**src/rtl/led_state_monitor.sv**
```systemverilog
// Consumer of the bound_flasher LED bus: decodes the thermometer vector into a level and
// direction, reports peaks, troughs and run completion, and flags malformed or jumping samples.
module led_state_monitor #(
    parameter int unsigned WIDTH       = 16,
    parameter int unsigned LVL_W       = 5,
    parameter int unsigned IDLE_CYCLES = 4,
    parameter int unsigned CNT_W       = 8
) (
    input  logic             clk,
    input  logic             rst,
    input  logic [WIDTH-1:0] led_state,
    output logic [LVL_W-1:0] level,
    output logic [1:0]       dir,
    output logic             turn_valid,
    output logic [LVL_W-1:0] turn_level,
    output logic             turn_is_peak,
    output logic [CNT_W-1:0] turn_count,
    output logic             run_done,
    output logic             err_shape,
    output logic             err_step
);
    localparam int unsigned ZR_W = $clog2(IDLE_CYCLES + 1);
    localparam logic [ZR_W-1:0]  ZR_MAX  = ZR_W'(IDLE_CYCLES);
    localparam logic [CNT_W-1:0] CNT_MAX = '1;
    localparam logic [LVL_W:0]   STEP_UP = (LVL_W + 1)'(1);
    localparam logic [LVL_W:0]   STEP_DN = '1;

    typedef enum logic [1:0] {
        S_IDLE = 2'b00,
        S_UP   = 2'b01,
        S_DOWN = 2'b10,
        S_HOLD = 2'b11
    } state_t;

    logic [WIDTH-1:0] led_q;
    state_t           state_q, state_d;
    logic             last_up_q, last_up_d;
    logic [LVL_W-1:0] level_q, level_d;
    logic [LVL_W-1:0] prev_level_q, prev_level_d;
    logic [ZR_W-1:0]  zero_run_q, zero_run_d;
    logic             turn_valid_q, turn_valid_d;
    logic [LVL_W-1:0] turn_level_q, turn_level_d;
    logic             turn_is_peak_q, turn_is_peak_d;
    logic [CNT_W-1:0] turn_count_q, turn_count_d;
    logic             run_done_q, run_done_d;
    logic             err_shape_q, err_shape_d;
    logic             err_step_q, err_step_d;

    logic             legal;
    logic [LVL_W-1:0] new_level;
    logic [LVL_W:0]   diff;
    logic             is_up, is_dn, big_step;
    logic             pulse, pulse_peak;

    // Thermometer check: lit bits contiguous from bit 0 means x & (x+1) == 0.
    always_comb begin
        legal     = (led_q & (led_q + WIDTH'(1))) == '0;
        new_level = '0;
        for (int i = 0; i < int'(WIDTH); i++) begin
            new_level = new_level + LVL_W'(led_q[i]);
        end
        diff     = {1'b0, new_level} - {1'b0, prev_level_q};
        is_dn    = diff[LVL_W];
        is_up    = !diff[LVL_W] && (diff != '0);
        big_step = (is_up && diff != STEP_UP) || (is_dn && diff != STEP_DN);
    end

    always_comb begin
        state_d        = state_q;
        last_up_d      = last_up_q;
        level_d        = level_q;
        prev_level_d   = prev_level_q;
        zero_run_d     = zero_run_q;
        turn_valid_d   = 1'b0;
        turn_level_d   = turn_level_q;
        turn_is_peak_d = turn_is_peak_q;
        turn_count_d   = turn_count_q;
        run_done_d     = 1'b0;
        err_shape_d    = err_shape_q | !legal;
        err_step_d     = err_step_q;
        pulse          = 1'b0;
        pulse_peak     = 1'b0;

        if (legal) begin
            level_d      = new_level;
            prev_level_d = new_level;
            if (big_step) begin
                err_step_d = 1'b1;
            end
            if (new_level != '0) begin
                zero_run_d = '0;
            end else if (zero_run_q != ZR_MAX) begin
                zero_run_d = zero_run_q + ZR_W'(1);
            end

            // End of run outranks every direction change, so pulses never collide.
            if (zero_run_d == ZR_MAX && state_q != S_IDLE) begin
                state_d    = S_IDLE;
                run_done_d = 1'b1;
            end else begin
                unique case (state_q)
                    S_IDLE: begin
                        if (is_up) begin
                            state_d      = S_UP;
                            turn_count_d = '0;
                        end
                    end
                    S_UP: begin
                        if (is_dn) begin
                            state_d    = S_DOWN;
                            pulse      = 1'b1;
                            pulse_peak = 1'b1;
                        end else if (!is_up) begin
                            state_d = S_HOLD;
                        end
                    end
                    S_DOWN: begin
                        if (is_up) begin
                            state_d = S_UP;
                            pulse   = 1'b1;
                        end else if (!is_dn) begin
                            state_d = S_HOLD;
                        end
                    end
                    S_HOLD: begin
                        if (is_up) begin
                            state_d = S_UP;
                            pulse   = !last_up_q;
                        end else if (is_dn) begin
                            state_d    = S_DOWN;
                            pulse      = last_up_q;
                            pulse_peak = 1'b1;
                        end
                    end
                    default: state_d = S_IDLE;
                endcase
            end

            if (state_d == S_UP) begin
                last_up_d = 1'b1;
            end else if (state_d == S_DOWN) begin
                last_up_d = 1'b0;
            end

            if (pulse) begin
                turn_valid_d   = 1'b1;
                turn_is_peak_d = pulse_peak;
                turn_level_d   = prev_level_q;
                if (turn_count_q != CNT_MAX) begin
                    turn_count_d = turn_count_q + CNT_W'(1);
                end
            end
        end
    end

    always_ff @(posedge clk or posedge rst) begin
        if (rst) begin
            led_q          <= '0;
            state_q        <= S_IDLE;
            last_up_q      <= 1'b0;
            level_q        <= '0;
            prev_level_q   <= '0;
            zero_run_q     <= ZR_MAX;
            turn_valid_q   <= 1'b0;
            turn_level_q   <= '0;
            turn_is_peak_q <= 1'b0;
            turn_count_q   <= '0;
            run_done_q     <= 1'b0;
            err_shape_q    <= 1'b0;
            err_step_q     <= 1'b0;
        end else begin
            led_q          <= led_state;
            state_q        <= state_d;
            last_up_q      <= last_up_d;
            level_q        <= level_d;
            prev_level_q   <= prev_level_d;
            zero_run_q     <= zero_run_d;
            turn_valid_q   <= turn_valid_d;
            turn_level_q   <= turn_level_d;
            turn_is_peak_q <= turn_is_peak_d;
            turn_count_q   <= turn_count_d;
            run_done_q     <= run_done_d;
            err_shape_q    <= err_shape_d;
            err_step_q     <= err_step_d;
        end
    end

    assign level        = level_q;
    assign dir          = state_q;
    assign turn_valid   = turn_valid_q;
    assign turn_level   = turn_level_q;
    assign turn_is_peak = turn_is_peak_q;
    assign turn_count   = turn_count_q;
    assign run_done     = run_done_q;
    assign err_shape    = err_shape_q;
    assign err_step     = err_step_q;
endmodule

```
**config.mk**
```make
export PLATFORM = sky130hd
export DESIGN_NAME = led_state_monitor
export DESIGN_NICKNAME = d
export VERILOG_FILES = /design/src/rtl/led_state_monitor.sv
export SDC_FILE = /design/constraint.sdc
export NUM_CORES = 1
export LEC_CHECK = 0
export CAP_MARGIN = 25
export CORE_MARGIN = 2
export CORE_UTILIZATION = 54
export CTS_CLUSTER_SIZE = 8
export DETAILED_ROUTE_END_ITERATION = 12
export GPL_ROUTABILITY_DRIVEN = 0
export PLACE_DENSITY_LB_ADDON = 0.3
export RECOVER_POWER = 50
export SETUP_SLACK_MARGIN = 0.4
export SYNTH_ARGS = -nofsm -noshare
export SYNTH_HDL_FRONTEND = slang
export SYNTH_SLANG_ARGS = --single-unit
```
**constraint.sdc**
```tcl
create_clock -name clk -period 6.8 [get_ports clk]
set_input_delay 2.04 -clock clk [delete_from_list [all_inputs] [get_ports clk]]
set_output_delay 2.04 -clock clk [all_outputs]
set_load 0.005 [all_outputs]
```
==> key figures <==
Route
  • Final WL: roughly 5.5 mm
  • Initial drt markers: between 200 and 250
  • Final ANT Viol Nets: 0
  • Post-DR vias/cell: roughly 5.5
  • DRC: 0
  • Pre-antenna DRT Iters: 4
  • WL/cell: 14.3 um
  • Vias: 2,093

Finish
  • Share of cells above drive strength 1: 9.87%
  • Area of the multi-input gates: 1410 um2
  • Finished Cell Area: around 3300 um2
  • Most frequent cells in the layout: dfrtp_1 (44), inv_1 (38), nand2_1 (25), clkdlybuf4s50_1 (25), dlygate4sd3_1 (17)
  • Nets: around 360
  • Synth-to-Final Area Change: 21.4%
  • Antenna Cells: 0
  • Fin util: 68.7%
  • Sequential Area: between 1000 and 1500 um2
  • Fillers: between 400 and 500
  • Commonest non-fill, non-tap cell in the layout: dfrtp_1

STA
  • Final hold violation count: 0
  • Unrepaired setup endpoints after global routing: no
  • Fin crit period: just under 6 ns
  • Setup Skew: about 0.0052 ns
  • Worst-Margin Slew: 2.33 ns
  • Fmax: ~170 MHz
  • Slew margin rel.: -55.3%
  • Slew Viols, Final: between 40 and 50
  • Final period util: 86.6%
  • Setup TNS: 0 ns
  • Final number of setup-violating endpoints: 0

Critical path
  • Critical path's top delay family: adder cells
  • CP endpoint kind: flip-flop
  • CP Launch Type: flip-flop
  • Number of cells on the critical path: 17
  • CP Max Fanout: 6
  • Reg-to-reg startpoint: led_q[0]
  • Slowest cell delay on critical path: 0.57 ns
  • WP buf/inv: 4
  • R2R cell count: 17
  • Required @ worst endpoint: 6.99 ns
  • Critical path arrival: around 6.1 ns
  • Critical path's slowest cell: fa_1
  • Crit-path most repeated cell: fa_1
  • Crit-path cells: inv_1 > fa_1 > fa_1 > fa_1 > fa_1 > inv_1 > ha_1 > fa_1 > inv_1 > fa_1 > nand2b_1 > a21oi_1 > xor2_1 > nor4_2 > nor4_2 > buf_4 > mux2_2
  • Crit Path Class: flip-flop to flip-flop
  • Worst setup path start: led_q[0]

Synth
  • Synth Warn #: 0
  • Seq/Total Area, Yosys: 41.6%
  • EDFF count, synth: 0
  • Synth Instances: 267
  • Synth Area per Inst: ~10 um2
  • Ys flop type: dfrtp_1
  • Post-synth ARST share: between 90% and 100%
  • Synth unique cells: slightly above 50
  • Syn Nets: around 310
  • Synthesized area: between 2000 and 3000 um2
  • Synth Register Bits: 45

Global route
  • First-pass GRT wire length: 9.43 mm
  • GRT Util Overall: between 20% and 30%
  • Initial antenna violation count: 0
  • M1 GR Usage: between 30% and 40%
  • GRT met3 Usage: 4.55%
  • Most used routing layer: met2
  • GRT overflow: 0
  • Largest net degree at the start of global routing: 46
  • GRT met2 Usage: a little over a third
  • Vias in the first global route: approximately 2.0k

CTS
  • Clock transition at path regs: approximately 0.08 ns
  • Clock buffer depth: 2
  • PostCTS Resize Cnt: 0
  • Post-CTS Hold Fix Bufs: 0
  • Clk_lat worst skew: around 0.30 ns
  • Max H-tree Level: 2
  • Clk root buf: clkbuf_8
  • CTS tree: done
  • Setup Fix Bufs, Post-CTS: 0
  • TritonCTS Buffers: 5
  • CTS Sinks: 45

Worst hold path
  • WHS Path Cells: 1
  • HP Start: err_step
  • Hold Crit Class: flip-flop to flip-flop

Placed design
  • HPWL Detailed: between 4 and 5 mm
  • I/O Buffers: 42
  • Cell area after placement: roughly 3200 um2

Power and ir drop
  • P per Cell Area: ~340 nW/um2
  • Worst VDD drop: roughly 0.25 mV
  • Pleak: between 1 and 1.5 nW

Outcome
  • Violated checks: capacitance limit, slew limit
  • Status: finished, violations left

Floorplanning
  • IO Count: 43
  • Number of placement rows: 25
  • Core footprint: 4790 um2
  • Initial Utilization: a little under three fifths
  • Die height: 74.8 um
  • Die W: 74.8 um
  • Die footprint: 5600 um2

Flow run
  • Max cap viols: 1
-- through the flow --
stage | hold slack, ns | power (mW) | std cells | setup WS (ns)
global route | 0.477 | 1.22 | 381 | 0.611
floorplan | 0.451 | 0.811 | 267 | 1.49
finish | 0.460 | 1.12 | 381 | 0.913
CTS | 0.465 | 1.13 | 381 | 0.917
global placement | 0.441 | 0.933 | 374 | 1.09
detailed placement | 0.446 | 0.953 | 374 | 0.946
-- cell usage after synthesis (3+ instances only) --
cell type / n / area share, %
a21o_1: 4 / 1.1
nor2_1: 9 / 1.2
nor3_1: 5 / 0.92
mux2_2: 9 / 3.7
or3_1: 4 / 0.92
nand4_1: 5 / 1.2
ha_1: 16 / 7.4
a21oi_1: 10 / 1.8
o21ai_0: 12 / 2.2
fa_1: 11 / 8.1
xor2_1: 3 / 0.97
a31oi_1: 4 / 0.92
nand2_1: 25 / 3.5
inv_1: 39 / 5.4
nand3_1: 8 / 1.5
o31ai_1: 6 / 1.7
dfrtp_1: 44 / 41
xnor2_1: 3 / 0.97
o211ai_1: 3 / 0.83
nor4_2: 3 / 1.4
nor2b_1: 5 / 1.2
-- state kept, by name, summed over array words and instances (netlist names) --
name / count
led_q: 16
turn_count: 8
prev_level_q: 5
turn_level: 5
zero_run_q: 3
dir: 2
err_shape: 1
err_step: 1
last_up_q: 1
run_done: 1
turn_is_peak: 1
turn_valid: 1
-- path summary, 6_finish.rpt --
check | to | slack [ns]
worst max-delay path | turn_level[3] | 0.91
worst min-delay path | err_step | 0.46
worst max register to register | turn_level[3] | 0.91
worst min register to register | err_step | 0.46
max in group asynchronous | turn_level[2] | 2.44
min in group asynchronous | led_q[12] | 3.05
-- cell families (layout without fill, tap and decap cells) --
kind of cell	Yosys count	count (layout)	synth area share (%)
AO/OA/AOI/OAI	56	56	14.6
XOR/XNOR	6	6	1.94
adder cells (fa/ha/maj)	27	27	15.5
buffers and inverters	44	91	6.56
flip-flops	45	45	41.6
multiplexers	11	11	4.48
AND/OR/NAND/NOR	78	78	15.3
-- area by class of cell --
cell class	instances	share of cell area [%]
Inverter	39	4.45
Clock buffer	7	2.63
Timing Repair Buffer	45	13.2
Tap cell	67	2.55
Multi-Input combinational cell	178	42.8
Sequential cell	45	34.3
-- report_power, final --
part	internal [mW]	total, mW	switching, mW	leakage, nW
sequential	0.281	0.293	0.0125	0.582
clock	0.0807	0.167	0.0861	0.0443
combinational	0.254	0.658	0.404	0.817
-- routing by layer --
layer | up-vias | share of wire, %
li1 | 1014 | -
met1 | 1004 | 45
met2 | 64 | 48
met3 | 11 | 5.1
met4 | 0 | 1.9
met5 | - | 0
No activity file was read; power rests on OpenSTA's default activity.
